**src/rtl/layer_stream_sequencer.sv**
```systemverilog
// layer_stream_sequencer: captures a parallel layer's results in one cycle and replays them as a serial word stream.
module layer_stream_sequencer #(
  parameter int NN = 10,
  parameter int dataWidth = 16
) (
  input  logic                    clk,
  input  logic                    rst,
  input  logic [NN-1:0]           o_valid,
  input  logic [NN*dataWidth-1:0] x_in,
  input  logic                    out_ready,
  input  logic                    clr_err,
  output logic [dataWidth-1:0]    x_out,
  output logic                    x_valid,
  output logic                    x_last,
  output logic                    busy,
  output logic                    ovf_err,
  output logic                    skew_err,
  output logic [15:0]             frame_cnt
);
  localparam int IW = NN > 1 ? $clog2(NN) : 1;
  localparam logic [0:0] IDLE = 1'b0, SHIFT = 1'b1;
  logic [0:0] state;
  logic [IW-1:0] idx;
  logic [dataWidth-1:0] mem [NN];
  logic cap, last, emit;
  assign cap = o_valid[0] && state == IDLE;
  assign emit = state == SHIFT && out_ready;
  assign last = idx == IW'(NN - 1);
  assign busy = state == SHIFT;
  // Buffer is only written from IDLE, so a frame under replay is never disturbed.
  always_ff @(posedge clk) begin
    if (cap)
      for (int k = 0; k < NN; k++) mem[k] <= x_in[k*dataWidth +: dataWidth];
  end
  always_ff @(posedge clk) begin
    if (!rst) begin
      state <= IDLE;
      idx <= '0;
      x_out <= '0;
      x_valid <= 1'b0;
      x_last <= 1'b0;
      ovf_err <= 1'b0;
      skew_err <= 1'b0;
      frame_cnt <= '0;
    end else begin
      ovf_err <= (o_valid[0] && state == SHIFT) || (ovf_err && !clr_err);
      skew_err <= (o_valid[0] && o_valid != '1) || (skew_err && !clr_err);
      x_valid <= emit;
      x_last <= emit && last;
      if (cap) begin
        state <= SHIFT;
        idx <= '0;
      end else if (emit) begin
        x_out <= mem[idx];
        idx <= last ? '0 : idx + 1'b1;
        if (last) begin
          state <= IDLE;
          frame_cnt <= frame_cnt + 1'b1;
        end
      end
    end
  end
endmodule

```
**config.mk**
```make
export PLATFORM = sky130hd
export DESIGN_NAME = layer_stream_sequencer
export DESIGN_NICKNAME = d
export VERILOG_FILES = /design/src/rtl/layer_stream_sequencer.sv
export SDC_FILE = /design/constraint.sdc
export NUM_CORES = 1
export LEC_CHECK = 0
export BUFFER_PORTS_ARGS = -buffer_cell sky130_fd_sc_hd__buf_2
export CORE_MARGIN = 4
export CORE_UTILIZATION = 52
export DETAILED_ROUTE_END_ITERATION = 12
export PLACE_DENSITY = 0.83
export SYNTH_ARGS = -nofsm -noshare
export SYNTH_HDL_FRONTEND = slang
export SYNTH_SLANG_ARGS = --single-unit
export TNS_END_PERCENT = 5
```
**constraint.sdc**
```tcl
create_clock -name clk -period 9.3 [get_ports clk]
set_input_delay 0 -clock clk [delete_from_list [all_inputs] [get_ports clk]]
set_output_delay 0 -clock clk [all_outputs]
set_load 0.02 [all_outputs]
```
==> summary.md, run 1 <==
| Metric | Value |
|---|---|
| Outcome | complete, no violations |
| Min-delay src | x_in[90] |
| Ports | 211 |
| First-pass GRT wire length | 33800 µm |
| Fraction of registers with async set/reset | 0% |
| Ys flop type | edfxtp_1 |
| Clock-pin transition on the worst setup and hold timing paths | 0.07 ns |
| Synth cell count leaders | 160 x edfxtp_1, 41 x dfxtp_1, 31 x mux4_2 |
| Clock Skews | 0.0175 ns |
| Die X-Extent | 128 µm |
| WS Path Type | flip-flop to flip-flop |
| Antenna viol nets, final | 0 |
| DR DRC count | 0 |
| Max-slew violation count | 0 |
| DR vias | 5632 |
| Period utilisation layout | 29.7% |
| # port buffers | 210 |
| Setup TNS | 0 ns |
| Minimum clock period | 2.76 ns |
| Post-Syn Area | 7530 µm² |
| Max Clock Freq | 362 MHz |
| Slew margin rel. | 24.5% |
| Crit. Startpoint | idx[0] |
| Synthesis-stage register bit count | 201 |
| Mapped Cells | 431 |
| Sequential area share after synthesis | 74.7% |
| MaxCap Viol Count | 0 |
| Register area | 5630 µm² |
| # H-tree levels | 1 |
| Placed Instance Area | 8740 µm² |
| Cell Pwr Density | 182 nW/µm² |
| Sequential Power Share | 51.9% |
| Static leakage | 4.19 nW |
| Initial antenna violation count | 4 |
| Synth Warn # | 0 |
| Final net count | 984 |
| Final Setup Violations | 0 |
| R2r setup slk | 6.54 ns |
| DRT Pass-1 Iters | 5 |
| CTS Buf Count | 21 |
| GR Overflow Total | 0 |
| Share of cells above drive strength 1 | 33.7% |
| Multi-input gate area | 1810 µm² |
| Sw Share | 22.0% |
| Per-cell routed wire length | 22.2 µm |
| Core area | 14000 µm² |
| Root buffer cell | clkbuf_16 |
| EDFF count, synth | 160 |
| Number of setup buffers added after CTS | 0 |
| Drt initial violations | 445 |
| Die Span Y | 128 µm |
| R2R depth | 4 |
| Detailed-route wire length | 22400 µm |
| Count of cell types in the netlist | 32 |
| Reg2reg end | frame_cnt[13] |
| R2r startpoint | idx[0] |
| Count leader, synth | edfxtp_1 |
| RSZ-0062 raised after global routing | false |
| Slew @ Worst Pin | 1.13 ns |
| Syn Nets | 606 |
| Std-Cell Rows | 43 |
| Largest net degree at the start of global routing | 91 |
| Hold-critical path depth | 2 |
| Avg Cell Area, Syn | 17.5 µm² |
| Synth-to-Final Area Change | 47.0% |
| Synth top area cells | edfxtp_1 64%, dfxtp_1 11%, mux4_2 9.3% |
| Fin. Hold Viols | 0 |
| Dpl cells | 800 |
| Leading area contributor after synthesis | edfxtp_1 |
| Post-DP HPWL | 10900 µm |
| CTS tree | done |
| Internal power | 1.57 mW |
| Critical Path RT | 9.71 ns |
| Psw | 444 µW |
| Clock Sinks | 201 |
| Worst skew pair latency | 0.50 ns |
| Final instance area | 11100 µm² |
| GPL Wtd Cong | 0.823 |
| Comb pwr share | 8.3% |
| Fillers | 729 |
| CTS max path bufs | 3 |
| CP startpoint kind | flip-flop |
| Vias in the first global route | 6102 |
| Gr usage total | 27.5% |
| Min-Delay Endpoint | mem[5][10] |
| Synth top area share | 63.8% |
| DP Worst Slack | 6.52 ns |
| Hold Crit Class | primary input to flip-flop |
| VDD IR max | 155 µV |
| Die Area | 16500 µm² |
| Total power | 2.01 mW |
| Vias/cell | 5.57 |
| Arr. time, crit path | 3.17 ns |
| Layout Cells excl Fill | 1011 |
| Starting Density | 53.6% |
| Final Worst Setup Slack | 6.54 ns |
| Worst Path Max Fanout | 53 |
| Setup crit end kind | flip-flop |
| Clock power frac | 39.7% |
==> cells by family (layout without fill, tap and decap cells) <==
kind of cell | Yosys count | count (layout) | share of synthesized area (%)
xor+xnor | 10 | 10 | 1.16
buf+inv | 26 | 419 | 1.41
other cells | 0 | 7 | 0
flops | 201 | 201 | 74.7
compound gates | 55 | 55 | 4.72
simple gates | 88 | 88 | 5.99
fa+ha+maj | 1 | 1 | 0.166
mux | 50 | 50 | 11.8
==> per-stage QoR <==
step	hold WS, ns	util, %
final	0.215	78.8
after global routing	0.210	78.7
after global placement	0.176	62.2
after floorplan	0.0989	-
after detailed placement	0.178	62.2
after CTS	0.189	78.6
==> worst max-delay path by stage <==
stage / cells past startpoint / slack [ns] / end
2_1_floorplan: 4 / 0.91 / idx[0]
3_3_place_gp: 4 / 6.58 / frame_cnt[15]
3_5_place_dp: 4 / 6.52 / frame_cnt[13]
4_1_cts: 4 / 6.51 / frame_cnt[13]
5_1_grt: 4 / 6.33 / frame_cnt[11]
6_report: 4 / 6.54 / frame_cnt[13]
==> flip-flops by register name, indices dropped and copies added, names as in the netlist <==
register / flops
x_last: 1
ovf_err: 1
busy: 1
mem: 160
frame_cnt: 16
x_out: 16
x_valid: 1
skew_err: 1
idx: 4
==> area by class of cell <==
| cell class | count | area share, % |
|---|---|---|
| antenna | 7 | 0.158 |
| clock buffer | 26 | 4.92 |
| clock inverter | 12 | 0.871 |
| inverter | 3 | 0.102 |
| multi-input combinational | 204 | 16.3 |
| sequential | 201 | 50.9 |
| tap | 180 | 2.04 |
| timing repair buffer | 378 | 24.7 |
==> critical path, stage by stage (launching register included) <==
cell	delay [ns]
dfxtp_4	0.99
nand3_1	0.54
or3_1	0.60
or3_1	0.38
a21oi_1	0.15
==> layout by cell type, fill, tap and decap left out, types with 7 or more instances in the layout <==
cell type and count:
edfxtp_1 160, nand2_1 25, diode_2 7, a21oi_1 11, a22oi_1 16, clkbuf_16 21
mux2i_1 19, dlygate4sd3_1 166, o21ai_0 11, dfxtp_1 39, or3_1 7, o211ai_1 15
mux4_2 31, buf_2 210, nand3_1 9, nor2_1 17
==> layer usage <==
layer | wire, µm | up-vias | track usage (%)
li1 | - | 2468 | -
met1 | 7310 | 2734 | 28.9
met2 | 12200 | 345 | 50.8
met3 | 1580 | 85 | 5.42
met4 | 1270 | 0 | 15.7
met5 | 0 | - | 0
==> timing repair <==
item,in CTS,in global routing
endpoints found under the hold margin,169,0
hold buffers,166,0
resized for setup,0,0
==> power by group through the flow <==
stage	logic [mW]	registers, mW	clock network, mW
2_1_floorplan	0.0502	1.06	0
3_3_place_gp	0.100	1.06	0
3_5_place_dp	0.104	1.06	0
4_1_cts	0.159	1.04	0.792
5_1_grt	0.178	1.05	0.851
6_report	0.168	1.05	0.800
No activity file was read; power rests on OpenSTA's default activity.
==> run 2, diff against run 1 <==
- clock period: 9.3 -> 2.8 ns (I/O delays scaled with it)
==> run 2 against run 1 <==
Against the previous run: clock power rose to 3.5 times the previous value; power rose to 3.4 times the previous value; critical endpoint unchanged; highest routed layer unchanged; largest power group unchanged; count of clock-buffer cells in the layout rose by 3; via count fell by 1.0%; wire length fell by 1.4%; cell area rose by 1.0%; critical path type unchanged; register-to-register slack got worse by 5.9 ns; non-clock buffer count rose by 6; sequential power rose to 3.3 times the previous value; flip-flop and latch count did not move.
==> summary.md, run 2 (synthesized netlist as in run 1, its figures left out) <==
| Metric | Value |
|---|---|
| Detailed-route wire length | 22100 µm |
| Largest register by flop count | mem |
| Dpl cells | 806 |
| Die Area | 16500 µm² |
| Slew margin rel. | 28.7% |
| Clock Sinks | 201 |
| Vias/cell | 5.52 |
| Antenna viol nets, final | 0 |
| Most frequent cells in the layout | 210 x buf_2, 166 x dlygate4sd3_1, 160 x edfxtp_1 |
| Clock Skews | 0.00912 ns |
| Layout Cells excl Fill | 1010 |
| RSZ-0062 raised after global routing | false |
| Ports | 211 |
| MaxCap Viol Count | 0 |
| Initial antenna violation count | 1 |
| First-pass GRT wire length | 32700 µm |
| Max Clock Freq | 474 MHz |
| Commonest non-fill, non-tap cell in the layout | buf_2 |
| Starting Density | 53.6% |
| Arr. time, crit path | 2.51 ns |
| CP peak stage delay | 0.56 ns |
| DRT Pass-1 Iters | 5 |
| CTS max path bufs | 3 |
| # H-tree levels | 1 |
| WS Path Type | flip-flop to flip-flop |
| GPL Wtd Cong | 0.809 |
| Final net count | 989 |
| Post-CTS sizing | 0 |
| Drt initial violations | 469 |
| Worst Path Max Fanout | 21 |
| DR DRC count | 0 |
| Core area | 14000 µm² |
| Hold Crit Class | primary input to flip-flop |
| CP startpoint kind | flip-flop |
| Critical Path RT | 3.21 ns |
| Gr usage total | 26.4% |
| Synth-to-Final Area Change | 48.5% |
| Setup TNS | 0 ns |
| Outcome | complete, no violations |
| Fin. Hold Viols | 0 |
| Slew @ Worst Pin | 1.07 ns |
| CTS Buf Count | 20 |
| Vias in the first global route | 5954 |
| Worst path cell trace | nand3_1 -> or3_1 -> or3_1 -> a21oi_1 |
| VDD IR max | 613 µV |
| Number of setup buffers added after CTS | 0 |
| Hold_buf cts | 166 |
| Setup crit end kind | flip-flop |
| Fillers | 708 |
| DR vias | 5573 |
| Share of cells above drive strength 1 | 34.7% |
| Std-Cell Rows | 43 |
| Worst skew pair latency | 0.49 ns |
| Max reg flops | 160 |
| Regs by FF count | mem x160, frame_cnt x16, x_out x16 |
| Slowest CP cell | dfxtp_4 |
| CTS tree | done |
| Per-cell routed wire length | 21.9 µm |
| Root buffer cell | clkbuf_16 |
| CP most frequent cell | or3_1 |
| Clock-pin transition on the worst setup and hold timing paths | 0.07 ns |
| Max-slew violation count | 0 |
| Final instance area | 11200 µm² |
| Post-DP HPWL | 11600 µm |
| Largest net degree at the start of global routing | 82 |
| Minimum clock period | 2.11 ns |
| Placed Instance Area | 8810 µm² |
| Die Span Y | 128 µm |
| Post-layout util | 79.6% |
| Static leakage | 4.26 nW |
| # port buffers | 210 |
| Hold slack | 0.215 ns |
| Period utilisation layout | 75.3% |
| Cell Pwr Density | 613 nW/µm² |
| Final Setup Violations | 0 |
| Die X-Extent | 128 µm |
| GR Overflow Total | 0 |
## run 2: cell count changes in the layout (fill, tap and decap cells not counted), sizes merged
cell and delta:
diode -5, clkinvlp -2, clkinv -2, buf +6
bufinv +1, clkbuf +3, inv -2
## run 2: power breakdown
group          total [mW]  internal (mW)  switching, mW
registers            3.46           3.39         0.0624
clock network        2.82           1.69           1.13
logic               0.577          0.335          0.242
total                6.85           5.42           1.43
## run 2: routing by layer
layer | GRT usage, % | vias up | share of wire (%)
li1 | - | 2481 | -
met4 | 9.05 | 0 | 3.2
met3 | 4.88 | 59 | 8.7
met5 | 0 | - | 0
met2 | 48.8 | 327 | 54
met1 | 30.9 | 2706 | 34
## run 2: per-stage QoR
step           power, mW  worst slack (ns)
2_1_floorplan       3.68            -0.552
3_3_place_gp        3.86             0.786
3_5_place_dp        3.88             0.722
4_1_cts             6.79             0.707
5_1_grt             7.05             0.496
6_report            6.85             0.691
## run 2: final timing paths
kind / from / end / slack [ns] / depth (start not counted)
max reg2reg: idx[0] / frame_cnt[13] / 0.69 / 4
min reg2reg: x_out[0] / x_out[0] / 0.48 / 2
max: idx[0] / frame_cnt[13] / 0.69 / 4
min: x_in[30] / mem[1][14] / 0.21 / 2
## run 2: worst max-delay path, delay by kind of cell (launching register included)
family           cells  cell delay, ns
AND/OR/NAND/NOR      3            1.30
flip-flops           1            0.56
AO/OA/AOI/OAI        1            0.17
## run 2: final cells by class
cell class,instances,area [µm²],area share [%]
multi-input cells,204,1810,16.2
inverters,3,11.3,0.101
repair buffers,384,2800,25.0
diodes,2,5.00,0.0448
clock inverters,7,86.3,0.773
flip-flops and latches,201,5630,50.4
clock buffers,29,606,5.42
well taps,180,225,2.02
